`src/rtl/pokey_pkg.sv`:
```
`default_nettype none
// ============================================================================
// Module  : pokey_pkg
// Brief   : Shared types and constants for the POKEY audio-register arbiter.
// Revision: 1.0
// ============================================================================
package pokey_pkg;

    localparam logic [3:0] AUDF1  = 4'd0;
    localparam logic [3:0] AUDC1  = 4'd1;
    localparam logic [3:0] AUDF2  = 4'd2;
    localparam logic [3:0] AUDC2  = 4'd3;
    localparam logic [3:0] AUDF3  = 4'd4;
    localparam logic [3:0] AUDC3  = 4'd5;
    localparam logic [3:0] AUDF4  = 4'd6;
    localparam logic [3:0] AUDC4  = 4'd7;
    localparam logic [3:0] AUDCTL = 4'd8;
    localparam logic [3:0] STIMER = 4'd9;

    typedef enum logic [1:0] {
        IDLE     = 2'd0,
        ISSUE    = 2'd1,
        LOCKWAIT = 2'd2
    } arb_state_t;

    typedef struct packed {
        logic [3:0] addr;
        logic [7:0] data;
        logic       lock;
    } seq_entry_t;

    function automatic logic addr_is_valid(input logic [3:0] addr);
        return (addr <= STIMER);
    endfunction

    function automatic logic [9:0] addr_onehot(input logic [3:0] addr);
        return 10'b1 << addr;
    endfunction

endpackage
`default_nettype wire

```
`src/rtl/audreg_fifo.sv`:
```
`default_nettype none
// ============================================================================
// Module  : audreg_fifo
// Brief   : Synchronous FIFO of sequencer writes with registered ready flag.
// Revision: 1.0
// ============================================================================
module audreg_fifo
    import pokey_pkg::*;
#(
    parameter int SEQ_DEPTH = 4
) (
    input  logic       clk,
    input  logic       reset,
    input  logic       push,
    input  seq_entry_t wr_entry,
    input  logic       pop,
    output seq_entry_t rd_entry,
    output logic       empty,
    output logic       ready
);

    localparam int              AW         = $clog2(SEQ_DEPTH);
    localparam logic [AW:0]     FULL_COUNT = (AW+1)'(SEQ_DEPTH);

    seq_entry_t      r_mem [SEQ_DEPTH];
    logic [AW-1:0]   r_wr_ptr;
    logic [AW-1:0]   r_rd_ptr;
    logic [AW:0]     r_count;
    logic [AW:0]     w_count_next;
    logic            w_do_push;
    logic            w_do_pop;

    // ready is registered, so a push in the cycle a full FIFO pops is refused
    assign w_do_push = push && ready;
    assign w_do_pop  = pop && !empty;
    assign empty     = (r_count == '0);
    assign rd_entry  = r_mem[r_rd_ptr];

    always_comb begin
        w_count_next = r_count;
        case ({w_do_push, w_do_pop})
            2'b10:   w_count_next = r_count + 1'b1;
            2'b01:   w_count_next = r_count - 1'b1;
            default: w_count_next = r_count;
        endcase
    end

    always_ff @(posedge clk) begin
        if (w_do_push) begin
            r_mem[r_wr_ptr] <= wr_entry;
        end
    end

    always_ff @(posedge clk) begin
        if (reset) begin
            r_wr_ptr <= '0;
            r_rd_ptr <= '0;
            r_count  <= '0;
            ready    <= 1'b1;
        end else begin
            if (w_do_push) r_wr_ptr <= r_wr_ptr + 1'b1;
            if (w_do_pop)  r_rd_ptr <= r_rd_ptr + 1'b1;
            r_count <= w_count_next;
            ready   <= (w_count_next != FULL_COUNT);
        end
    end

endmodule
`default_nettype wire

```
`src/rtl/pokey_audreg_arbiter.sv`:
```
`default_nettype none
// ============================================================================
// Module  : pokey_audreg_arbiter
// Brief   : Shares the freq_control audio-register write port between CPU and
//           tune sequencer, holding each strobe until an enn cycle.
// Revision: 1.0
// ============================================================================
module pokey_audreg_arbiter
    import pokey_pkg::*;
#(
    parameter int SEQ_DEPTH    = 4,
    parameter bit CPU_PRIO     = 1'b1,
    parameter int LOCK_TIMEOUT = 15
) (
    input  logic       clk,
    input  logic       reset,
    input  logic       enn,
    input  logic       cpu_req,
    input  logic [3:0] cpu_addr,
    input  logic [7:0] cpu_data,
    output logic       cpu_ack,
    input  logic       seq_valid,
    input  logic [3:0] seq_addr,
    input  logic [7:0] seq_data,
    input  logic       seq_lock,
    output logic       seq_ready,
    output logic [7:0] D,
    output logic [9:0] AddrW,
    output logic       busy,
    output logic       addr_err
);

    localparam int            CW        = (LOCK_TIMEOUT > 1) ? $clog2(LOCK_TIMEOUT) : 1;
    localparam logic [CW-1:0] LOCK_LAST = CW'(LOCK_TIMEOUT - 1);

    seq_entry_t    w_head;
    seq_entry_t    w_push_entry;
    logic          w_empty;
    logic          w_pop;
    logic          w_cpu_want;
    logic          w_seq_want;
    logic          w_seq_wins;
    logic          w_take_cpu;
    logic          w_take_seq;
    logic [3:0]    w_sel_addr;
    logic [7:0]    w_sel_data;

    arb_state_t    r_state;
    logic          r_src_seq;
    logic          r_lock;
    logic          r_rr_seq;
    logic [CW-1:0] r_lock_cnt;

    assign w_push_entry = '{addr: seq_addr, data: seq_data, lock: seq_lock};

    // The CPU holds cpu_req through the ack cycle; ignore it then to avoid a replay.
    assign w_cpu_want = cpu_req && !cpu_ack;
    assign w_seq_want = !w_empty;
    assign w_seq_wins = CPU_PRIO ? (w_seq_want && !w_cpu_want)
                                 : (w_seq_want && (!w_cpu_want || r_rr_seq));

    assign w_take_seq = ((r_state == IDLE) && w_seq_wins) || ((r_state == LOCKWAIT) && w_seq_want);
    assign w_take_cpu = (r_state == IDLE) && w_cpu_want && !w_seq_wins;
    assign w_sel_addr = w_take_seq ? w_head.addr : cpu_addr;
    assign w_sel_data = w_take_seq ? w_head.data : cpu_data;

    // Sequencer entries leave the FIFO when their strobe completes or when dropped.
    assign w_pop = ((r_state == ISSUE) && enn && r_src_seq) ||
                   (w_take_seq && !addr_is_valid(w_head.addr));
    assign busy  = (r_state != IDLE) || !w_empty;

    audreg_fifo #(
        .SEQ_DEPTH (SEQ_DEPTH)
    ) u_fifo (
        .clk      (clk),
        .reset    (reset),
        .push     (seq_valid),
        .wr_entry (w_push_entry),
        .pop      (w_pop),
        .rd_entry (w_head),
        .empty    (w_empty),
        .ready    (seq_ready)
    );

    always_ff @(posedge clk) begin
        if (reset) begin
            r_state    <= IDLE;
            r_src_seq  <= 1'b0;
            r_lock     <= 1'b0;
            r_rr_seq   <= 1'b0;
            r_lock_cnt <= '0;
            D          <= '0;
            AddrW      <= '0;
            cpu_ack    <= 1'b0;
            addr_err   <= 1'b0;
        end else begin
            cpu_ack <= 1'b0;
            if (r_state == ISSUE) begin
                if (enn) begin
                    AddrW      <= '0;
                    cpu_ack    <= !r_src_seq;
                    r_lock_cnt <= '0;
                    r_state    <= (r_src_seq && r_lock) ? LOCKWAIT : IDLE;
                end
            end else if (w_take_cpu || w_take_seq) begin
                r_rr_seq <= !w_take_seq;
                if (addr_is_valid(w_sel_addr)) begin
                    AddrW     <= addr_onehot(w_sel_addr);
                    D         <= w_sel_data;
                    r_src_seq <= w_take_seq;
                    r_lock    <= w_take_seq && w_head.lock;
                    r_state   <= ISSUE;
                end else begin
                    addr_err <= 1'b1;
                    cpu_ack  <= w_take_cpu;
                    r_state  <= IDLE;
                end
            end else if (r_state == LOCKWAIT) begin
                if (r_lock_cnt == LOCK_LAST) begin
                    r_state <= IDLE;
                end else begin
                    r_lock_cnt <= r_lock_cnt + 1'b1;
                end
            end
        end
    end

endmodule
`default_nettype wire

```
`config.mk`:
```
export PLATFORM = sky130hd
export DESIGN_NAME = pokey_audreg_arbiter
export DESIGN_NICKNAME = d
export VERILOG_FILES = /design/src/rtl/pokey_pkg.sv /design/src/rtl/audreg_fifo.sv /design/src/rtl/pokey_audreg_arbiter.sv
export SDC_FILE = /design/constraint.sdc
export NUM_CORES = 1
export LEC_CHECK = 0
export ABC_CLOCK_PERIOD_IN_PS = 3000
export BUFFER_PORTS_ARGS = -buffer_cell sky130_fd_sc_hd__buf_2
export CORE_MARGIN = 5
export CORE_UTILIZATION = 40
export DETAILED_ROUTE_END_ITERATION = 8
export MAX_ROUTING_LAYER = met4
export SYNTH_ARGS = -nofsm -noshare
export SYNTH_HDL_FRONTEND = slang
export SYNTH_SLANG_ARGS = --single-unit
```
`constraint.sdc`:
```
create_clock -name clk -period 3 [get_ports clk]
set_clock_uncertainty 0.1 [all_clocks]
set_input_delay 0.6 -clock clk [delete_from_list [all_inputs] [get_ports clk]]
set_output_delay 0.6 -clock clk [all_outputs]
set_load 0.01 [all_outputs]
```
==> metrics.txt, run 1 <==
# TYPE chip_impl_metric gauge
chip_impl_metric{name="timing.max_slew.rel_slack",unit="%"} 53.19
chip_impl_info{name="worstHoldStart",value="seq_data[6]"} 1
chip_impl_metric{name="synth.distinct_cells",unit=""} 48
chip_impl_metric{name="worstSkewPairLatency",unit="ps"} 360
chip_impl_metric{name="synth_sequential_area_ratio",unit="%"} 59.41
chip_impl_metric{name="drv_slew",unit=""} 0
chip_impl_metric{name="gp_routability_congestion",unit=""} 0.8163
chip_impl_metric{name="cts_inserted_buffers",unit=""} 9
chip_impl_info{name="path_class",value="register to register"} 1
chip_impl_metric{name="detail-route-antenna-nets",unit=""} 0
chip_impl_info{name="clk_root_buffer_cell",value="clkbuf_8"} 1
chip_impl_metric{name="initial_detailed_routing_violation_count",unit=""} 134
chip_impl_metric{name="port_buffers",unit=""} 51
chip_impl_metric{name="routedWlPerCell",unit="um"} 15.32
chip_impl_info{name="worstSetupEndpointType",value="register"} 1
chip_impl_metric{name="fp.dieW",unit="um"} 108.9
chip_impl_info{name="start_kind",value="register"} 1
chip_impl_metric{name="reg2reg_depth",unit=""} 12
chip_impl_metric{name="globalRouteTotalUtil",unit="%"} 13.75
chip_impl_metric{name="finalHoldViolCount",unit=""} 0
chip_impl_metric{name="dieArea",unit="mm2"} 0.01185
chip_impl_metric{name="worst-slew-pin-transition",unit="ps"} 702.2
chip_impl_info{name="cts_tree",value="yes"} 1
chip_impl_metric{name="clockBufferDepth",unit=""} 2
chip_impl_metric{name="vias",unit=""} 2490
chip_impl_metric{name="grt_max_degree",unit=""} 39
chip_impl_metric{name="synth_warn",unit=""} 0
chip_impl_metric{name="synth.net_count",unit=""} 337
chip_impl_metric{name="io-pin-count",unit=""} 52
chip_impl_metric{name="clk_pin_slew",unit="ps"} 110
chip_impl_metric{name="endpoint_required_time_on_the_critical_path",unit="ps"} 3160
chip_impl_info{name="type_of_the_worst_min_delay_path",value="primary input to register"} 1
chip_impl_metric{name="area_growth",unit="%"} 16.20
chip_impl_metric{name="drc",unit=""} 0
chip_impl_metric{name="power.ir.vdd_worst",unit="mV"} 0.2852
chip_impl_metric{name="synth.cell_area",unit="mm2"} 0.003909
chip_impl_metric{name="setup-violations-final",unit=""} 0
chip_impl_metric{name="drt-pass1-iter-count",unit=""} 4
chip_impl_metric{name="placementRows",unit=""} 36
chip_impl_info{name="r2r_end",value="u_fifo.ready$_SDFF_PP1_"} 1
chip_impl_metric{name="worstPathMaxFanout",unit=""} 4
chip_impl_metric{name="timing.setup.tns",unit="ps"} 0
chip_impl_metric{name="proportion_of_synthesized_flip_flops_having_asynchronous_set_or_reset",unit="%"} 0
chip_impl_info{name="grt_setup_unrepaired",value="no"} 1
chip_impl_metric{name="first_global_vias",unit=""} 2374
chip_impl_metric{name="min_path_cells",unit=""} 1
chip_impl_metric{name="starting_utilization_of_the_core_area",unit="%"} 40.55
chip_impl_info{name="status",value="complete, no violations"} 1
chip_impl_metric{name="post_synthesis_cells",unit=""} 296
chip_impl_metric{name="max_clk_rate",unit="MHz"} 359.2
chip_impl_metric{name="layout.area.seq",unit="mm2"} 0.002325
chip_impl_metric{name="grt_antenna_before_repair",unit=""} 0
chip_impl_metric{name="ff_latch_count_synth",unit=""} 90
chip_impl_metric{name="max-cap-violations",unit=""} 0
chip_impl_metric{name="grt_first_pass_wirelength",unit="mm"} 12.05
chip_impl_metric{name="htreeDepth",unit=""} 3
chip_impl_metric{name="final_nets",unit=""} 395
chip_impl_metric{name="post-route-min-period",unit="ps"} 2784
chip_impl_metric{name="synth_edf_count",unit=""} 52
chip_impl_metric{name="grt_overflow",unit=""} 0
chip_impl_metric{name="drt-total-wl",unit="mm"} 7.535
chip_impl_metric{name="postLayoutSetupSlackWorst",unit="ps"} 216.1
chip_impl_metric{name="chipHeight",unit="um"} 108.9
chip_impl_metric{name="timing.final.crit_share",unit="%"} 92.80
chip_impl_metric{name="tritoncts_num_sinks",unit=""} 90
chip_impl_metric{name="fillerInstances",unit=""} 893
chip_impl_metric{name="multi_input_area",unit="mm2"} 0.001480
chip_impl_metric{name="via_per_inst",unit=""} 5.061
chip_impl_metric{name="worstPathArrival",unit="ps"} 2950
chip_impl_info{name="synthFlopType",value="edfxtp_1"} 1
chip_impl_metric{name="final_core_util",unit="%"} 47.12
chip_impl_metric{name="detailed_place_hpwl",unit="mm"} 5.384
chip_impl_metric{name="placeableCoreArea",unit="mm2"} 0.009639
chip_impl_metric{name="power_density",unit="mW/mm2"} 622.0
chip_impl_metric{name="syn_avg_cell_area",unit="um2"} 13.21
chip_impl_metric{name="share_of_layout_cells_above_drive_strength_1",unit="%"} 29.25
chip_impl_metric{name="preCtsSetupSlack",unit="ps"} 4.698
chip_impl_metric{name="leakage",unit="nW"} 1.636
chip_impl_info{name="worstHoldEndpoint",value="u_fifo.r_mem[1][7]$_DFFE_PP_"} 1
chip_impl_metric{name="setup.reg_to_reg.worst_slack",unit="ps"} 220
chip_impl_metric{name="final_antenna_diode_count",unit=""} 0
[cells in the final DEF (no fill, tap or decap), types with 4 or more instances in the layout]
cell	instances
a211oi_1	10
a21oi_1	20
and3_1	5
buf_2	51
buf_4	8
clkbuf_8	9
dfxtp_1	36
edfxtp_1	52
ha_1	9
inv_1	14
inv_8	4
mux2i_1	11
mux4_2	11
nand2_1	10
nand2b_1	4
nand3_1	15
nand4_1	5
nand4b_1	4
nor2_1	25
o21ai_0	6
or3_1	5
xnor2_1	4
[repair_timing]
item                       4_1_cts  5_1_grt
gates resized for setup          0        3
setup endpoints to repair        0        1
setup buffers                    0        0
hold buffers                     0        0
[final cells by class]
type                            count  share of cell area [%]
Clock buffer                        9                   2.727
Timing Repair Buffer               59                   6.942
Sequential cell                    90                   51.18
Inverter                           14                   1.157
Clock inverter                      7                   1.736
Multi-Input combinational cell    180                   32.59
Tap cell                          133                   3.664
[state kept, by name (all words and copies together), names as in the netlist, named ones only]
name and count:
u_fifo.r_mem 52, AddrW 10, D 8, r_lock_cnt 4, u_fifo.r_count 3, r_state 2, u_fifo.r_rd_ptr 2, u_fifo.r_wr_ptr 2
addr_err 1, cpu_ack 1, r_lock 1, r_src_seq 1, u_fifo.ready 1
[report_power, final]
group	total (W)	switching, W	internal [W]
Clock	0.000829	0.000495	0.000334
Combinational	0.000561	0.000339	0.000222
Sequential	0.00144	0.0000423	0.00139
Total	0.00283	0.000876	0.00195
[layer usage]
metal	track usage, %	vias up	wire length [um]
met5	-	-	0
met2	21.80	51	3666
met4	5.681	0	165
met1	17.31	1201	3447
met3	2.783	12	256
li1	-	1226	-
[cell usage after synthesis, drive strengths merged, types with 2 or more instances]
cell | instances | area share, %
edfxtp | 52 | 40
dfxtp | 38 | 19
nor2 | 27 | 3.0
a21oi | 22 | 3.2
nand3 | 15 | 1.9
inv | 14 | 1.3
mux4 | 12 | 7.0
mux2i | 11 | 2.8
a211oi | 10 | 1.9
ha | 10 | 3.2
nand2 | 10 | 0.96
o21ai | 7 | 0.99
buf | 6 | 0.86
clkbuf | 6 | 0.58
and3 | 5 | 0.80
nand4 | 5 | 0.80
nor3 | 5 | 1.2
or3 | 5 | 0.80
mux2 | 4 | 1.3
nand2b | 4 | 0.64
nand4b | 4 | 0.90
xnor2 | 4 | 0.90
a31oi | 2 | 0.32
nor2b | 2 | 0.32
o32ai | 2 | 0.64
xor2 | 2 | 0.45
[through the flow]
| stage | std cells | hold WS, ps | cell area, um2 | power [W] |
|---|---|---|---|---|
| after detailed placement | 476 | 339.9 | 4334 | 0.002026 |
| after global routing | 492 | 323.3 | 4542 | 0.002972 |
| final | 492 | 342.1 | 4542 | 0.002825 |
| after global placement | 476 | 334.1 | 4334 | 0.002017 |
| after floorplan | 296 | 336.6 | 3909 | 0.001852 |
| after CTS | 492 | 333.3 | 4537 | 0.002853 |
[kinds of logic after synthesis]
family | share of synthesized area, %
AO/OA/AOI/OAI | 8.675
XOR/XNOR | 1.344
adder cells (fa/ha/maj) | 3.713
buffers and inverters | 2.785
flip-flops | 59.41
multiplexers | 11.17
AND/OR/NAND/NOR | 12.90
[how the worst max path moves through the flow]
stage / from / to / slack [ps]
2_1_floorplan: register / u_fifo.ready$_SDFF_PP1_ / 50
3_3_place_gp: cpu_req / u_fifo.ready$_SDFF_PP1_ / 70
3_5_place_dp: cpu_req / u_fifo.ready$_SDFF_PP1_ / 5
4_1_cts: register / u_fifo.ready$_SDFF_PP1_ / 100
5_1_grt: register / u_fifo.ready$_SDFF_PP1_ / 50
6_report: register / u_fifo.ready$_SDFF_PP1_ / 220
[critical path: stages (launching register included)]
cell,delay [ps]
dfxtp_2,400
mux4_2,570
nor2_4,180
nor4_4,60
o21ai_2,220
inv_1,70
ha_1,220
inv_1,70
fa_1,180
xor2_1,70
or3_1,300
a21oi_1,190
nand2_1,70
Power figures use the tool's default switching activity.
==> run 2: changes to the inputs <==
==> constraint.sdc (replaced) <==
create_clock -name clk -period 3 [get_ports clk]
set_clock_uncertainty 0.1 [all_clocks]
set_input_delay 0.15 -clock clk [delete_from_list [all_inputs] [get_ports clk]]
set_output_delay 0.15 -clock clk [all_outputs]
set_load 0.01 [all_outputs]
==> metrics.txt, run 2 (same netlist as run 1, synthesis figures left out) <==
# TYPE chip_impl_metric gauge
chip_impl_info{name="status",value="complete, no violations"} 1
chip_impl_metric{name="max_clk_rate",unit="MHz"} 361.4
chip_impl_metric{name="drv_slew",unit=""} 0
chip_impl_metric{name="share_of_layout_cells_above_drive_strength_1",unit="%"} 27.22
chip_impl_metric{name="sequentialPowerShare",unit="%"} 50.9
chip_impl_metric{name="power_frac_comb",unit="%"} 20.1
chip_impl_metric{name="clk_pin_slew",unit="ps"} 100
chip_impl_metric{name="io-pin-count",unit=""} 52
chip_impl_metric{name="cts_inserted_buffers",unit=""} 9
chip_impl_metric{name="fp.dieW",unit="um"} 108.9
chip_impl_metric{name="area_growth",unit="%"} 19.43
chip_impl_info{name="type_of_the_worst_min_delay_path",value="primary input to register"} 1
chip_impl_metric{name="grt_first_pass_wirelength",unit="mm"} 11.92
chip_impl_metric{name="vias",unit=""} 2509
chip_impl_metric{name="reg2reg_depth",unit=""} 13
chip_impl_info{name="worstSetupEndpointType",value="register"} 1
chip_impl_metric{name="setup.reg_to_reg.worst_slack",unit="ps"} 230
chip_impl_metric{name="worstSkewPairLatency",unit="ps"} 360
chip_impl_metric{name="netSwitchingPower",unit="W"} 0.0008674
chip_impl_info{name="regMostFlops",value="u_fifo.r_mem"} 1
chip_impl_metric{name="max-cap-violations",unit=""} 0
chip_impl_metric{name="timing.max_slew.rel_slack",unit="%"} 51.37
chip_impl_metric{name="via_per_inst",unit=""} 4.978
chip_impl_metric{name="detail-route-antenna-nets",unit=""} 0
chip_impl_info{name="crit_path_most_repeated_cell",value="inv_1"} 1
chip_impl_metric{name="worstPathArrival",unit="ps"} 2920
chip_impl_metric{name="flip_flop_count_of_the_largest_register_all_copies_and_words_added",unit=""} 52
chip_impl_metric{name="grt_max_degree",unit=""} 39
chip_impl_metric{name="post-route-min-period",unit="ps"} 2767
chip_impl_metric{name="htreeDepth",unit=""} 3
chip_impl_info{name="grt_setup_unrepaired",value="no"} 1
chip_impl_metric{name="placementRows",unit=""} 36
chip_impl_info{name="path_class",value="register to register"} 1
chip_impl_metric{name="placeableCoreArea",unit="mm2"} 0.009639
chip_impl_info{name="worstHoldStart",value="cpu_data[5]"} 1
chip_impl_metric{name="leakage",unit="nW"} 1.680
chip_impl_metric{name="first_global_vias",unit=""} 2365
chip_impl_metric{name="power.ir.vdd_worst",unit="mV"} 0.1928
chip_impl_metric{name="globalRouteTotalUtil",unit="%"} 13.65
chip_impl_info{name="path_cells",value="inv_1, ha_2, a21oi_4, nor4_4, o21ai_2, inv_1, ha_1, inv_1, fa_1, xor2_1, or3_1, a21oi_1, nand2_1"} 1
chip_impl_metric{name="routedWlPerCell",unit="um"} 14.97
chip_impl_metric{name="clockBufferDepth",unit=""} 2
chip_impl_info{name="worstHoldEndpoint",value="D[5]$_SDFFE_PP0P_"} 1
chip_impl_metric{name="setup-violations-final",unit=""} 0
chip_impl_info{name="start_kind",value="register"} 1
chip_impl_info{name="cts_tree",value="yes"} 1
chip_impl_metric{name="starting_utilization_of_the_core_area",unit="%"} 40.55
chip_impl_info{name="layout.cells.most_common",value="edfxtp_1"} 1
chip_impl_metric{name="design_power_total",unit="W"} 0.002817
chip_impl_metric{name="finalHoldViolCount",unit=""} 0
chip_impl_metric{name="power_switching_share",unit="%"} 30.79
chip_impl_metric{name="timing.setup.tns",unit="ps"} 0
chip_impl_metric{name="final_nets",unit=""} 407
chip_impl_metric{name="min_path_cells",unit=""} 3
chip_impl_metric{name="internal_power",unit="W"} 0.001950
chip_impl_info{name="worst_r2r_start",value="r_state[1]$_SDFFE_PP0P_"} 1
chip_impl_metric{name="drc",unit=""} 0
chip_impl_metric{name="worst-slew-pin-transition",unit="ps"} 729.4
chip_impl_metric{name="gp_routability_congestion",unit=""} 0.7819
chip_impl_metric{name="layout.area.seq",unit="mm2"} 0.002323
chip_impl_metric{name="endpoint_required_time_on_the_critical_path",unit="ps"} 3160
chip_impl_metric{name="tritoncts_num_sinks",unit=""} 90
chip_impl_metric{name="worstPathMaxFanout",unit=""} 7
chip_impl_metric{name="grt_antenna_before_repair",unit=""} 0
chip_impl_metric{name="dieArea",unit="mm2"} 0.01185
chip_impl_metric{name="power_density",unit="mW/mm2"} 603.5
chip_impl_info{name="clk_root_buffer_cell",value="clkbuf_8"} 1
chip_impl_metric{name="fillerInstances",unit=""} 890
chip_impl_metric{name="initial_detailed_routing_violation_count",unit=""} 107
chip_impl_info{name="r2r_end",value="u_fifo.ready$_SDFF_PP1_"} 1
chip_impl_metric{name="port_buffers",unit=""} 51
chip_impl_metric{name="worstPathBufferInverterCount",unit=""} 3
chip_impl_metric{name="final_antenna_diode_count",unit=""} 0
chip_impl_info{name="biggestRegsByFlops",value="u_fifo.r_mem (52), AddrW (10), D (8)"} 1
chip_impl_info{name="critPathTopFamily",value="adder cells"} 1
chip_impl_metric{name="multi_input_area",unit="mm2"} 0.001480
chip_impl_metric{name="chipHeight",unit="um"} 108.9
chip_impl_metric{name="drt-total-wl",unit="mm"} 7.547
chip_impl_info{name="commonest_cells_after_routing_fill_and_taps_aside",value="52 x edfxtp_1, 51 x buf_2, 37 x dfxtp_1"} 1
chip_impl_metric{name="slowest_delay",unit="ps"} 360
chip_impl_metric{name="timing.final.crit_share",unit="%"} 92.24
chip_impl_metric{name="drt-pass1-iter-count",unit=""} 4
chip_impl_info{name="cp_slowest_cell",value="fa_1"} 1
chip_impl_metric{name="clkPwrFrac",unit="%"} 29.0
chip_impl_metric{name="detailed_place_hpwl",unit="mm"} 5.215
chip_impl_metric{name="grt_overflow",unit=""} 0
==> run 2: cell types whose count changed in the layout (fill, tap and decap cells not counted), sizes merged <==
cell	delta
dlygate4sd3	+15
buf	-3
inv	-1
clkinv	+1
==> run 2: power by group through the flow <==
stage / clock network [W] / logic, W / registers (W)
finish: 0.000818 / 0.000566 / 0.00143
global route: 0.000897 / 0.000627 / 0.00144
CTS: 0.000844 / 0.000569 / 0.00144
detailed placement: 0 / 0.000553 / 0.00146
global placement: 0 / 0.000550 / 0.00146
floorplan: 0 / 0.000380 / 0.00147
==> run 2: worst max path at each step <==
stage	start	to	slack, ps	depth (start not counted)
2_1_floorplan	register	u_fifo.ready$_SDFF_PP1_	50	12
3_3_place_gp	register	u_fifo.ready$_SDFF_PP1_	230	12
3_5_place_dp	register	u_fifo.ready$_SDFF_PP1_	130	12
4_1_cts	register	u_fifo.ready$_SDFF_PP1_	130	12
5_1_grt	r_state[1]$_SDFFE_PP0P_	u_fifo.ready$_SDFF_PP1_	40	13
6_report	r_state[1]$_SDFFE_PP0P_	u_fifo.ready$_SDFF_PP1_	230	13
==> run 2: layout make-up <==
type,count,share of cell area (%)
Inverter,14,1.126
Sequential cell,90,49.77
Clock buffer,9,2.653
Multi-Input combinational cell,180,31.71
Clock inverter,7,1.689
Timing Repair Buffer,71,9.488
Tap cell,133,3.565
==> run 2: worst reg2reg max path, stage by stage (launching register included) <==
cell and delay [ps]:
dfxtp_1 340, inv_1 90, ha_2 250, a21oi_4 110
nor4_4 300, o21ai_2 130, inv_1 70, ha_1 170
inv_1 60, fa_1 360, xor2_1 160, or3_1 300
a21oi_1 170, nand2_1 60
==> run 2: what timing repair did <==
action,CTS,global route
endpoints found under the setup margin,0,1
resized for setup,0,2
setup buffers,0,0
hold buffers,15,0
hold endpoints to repair,54,0
==> run 2: per-layer routing <==
layer	vias to the layer above	part of all wire [%]	routed length [um]	global-route usage, %
met2	57	47	3555	20.61
met1	1187	47	3559	18.28
met5	-	0	0	-
met3	10	4.2	319	2.783
li1	1255	-	-	-
met4	0	1.5	112	5.140
==> run 2: metrics by stage <==
stage                     area, um2  setup slack [ps]  hold slack (ps)  util, %  instances
after global routing           4668             44.48            3.569    48.43        504
final                          4668             232.7            22.70    48.43        504
after CTS                      4664             126.8            7.412    48.39        504
after detailed placement       4312             126.2            267.7    44.73        473
after global placement         4312             226.0            265.3    44.73        473
after floorplan                3909             46.94            148.9        -        296
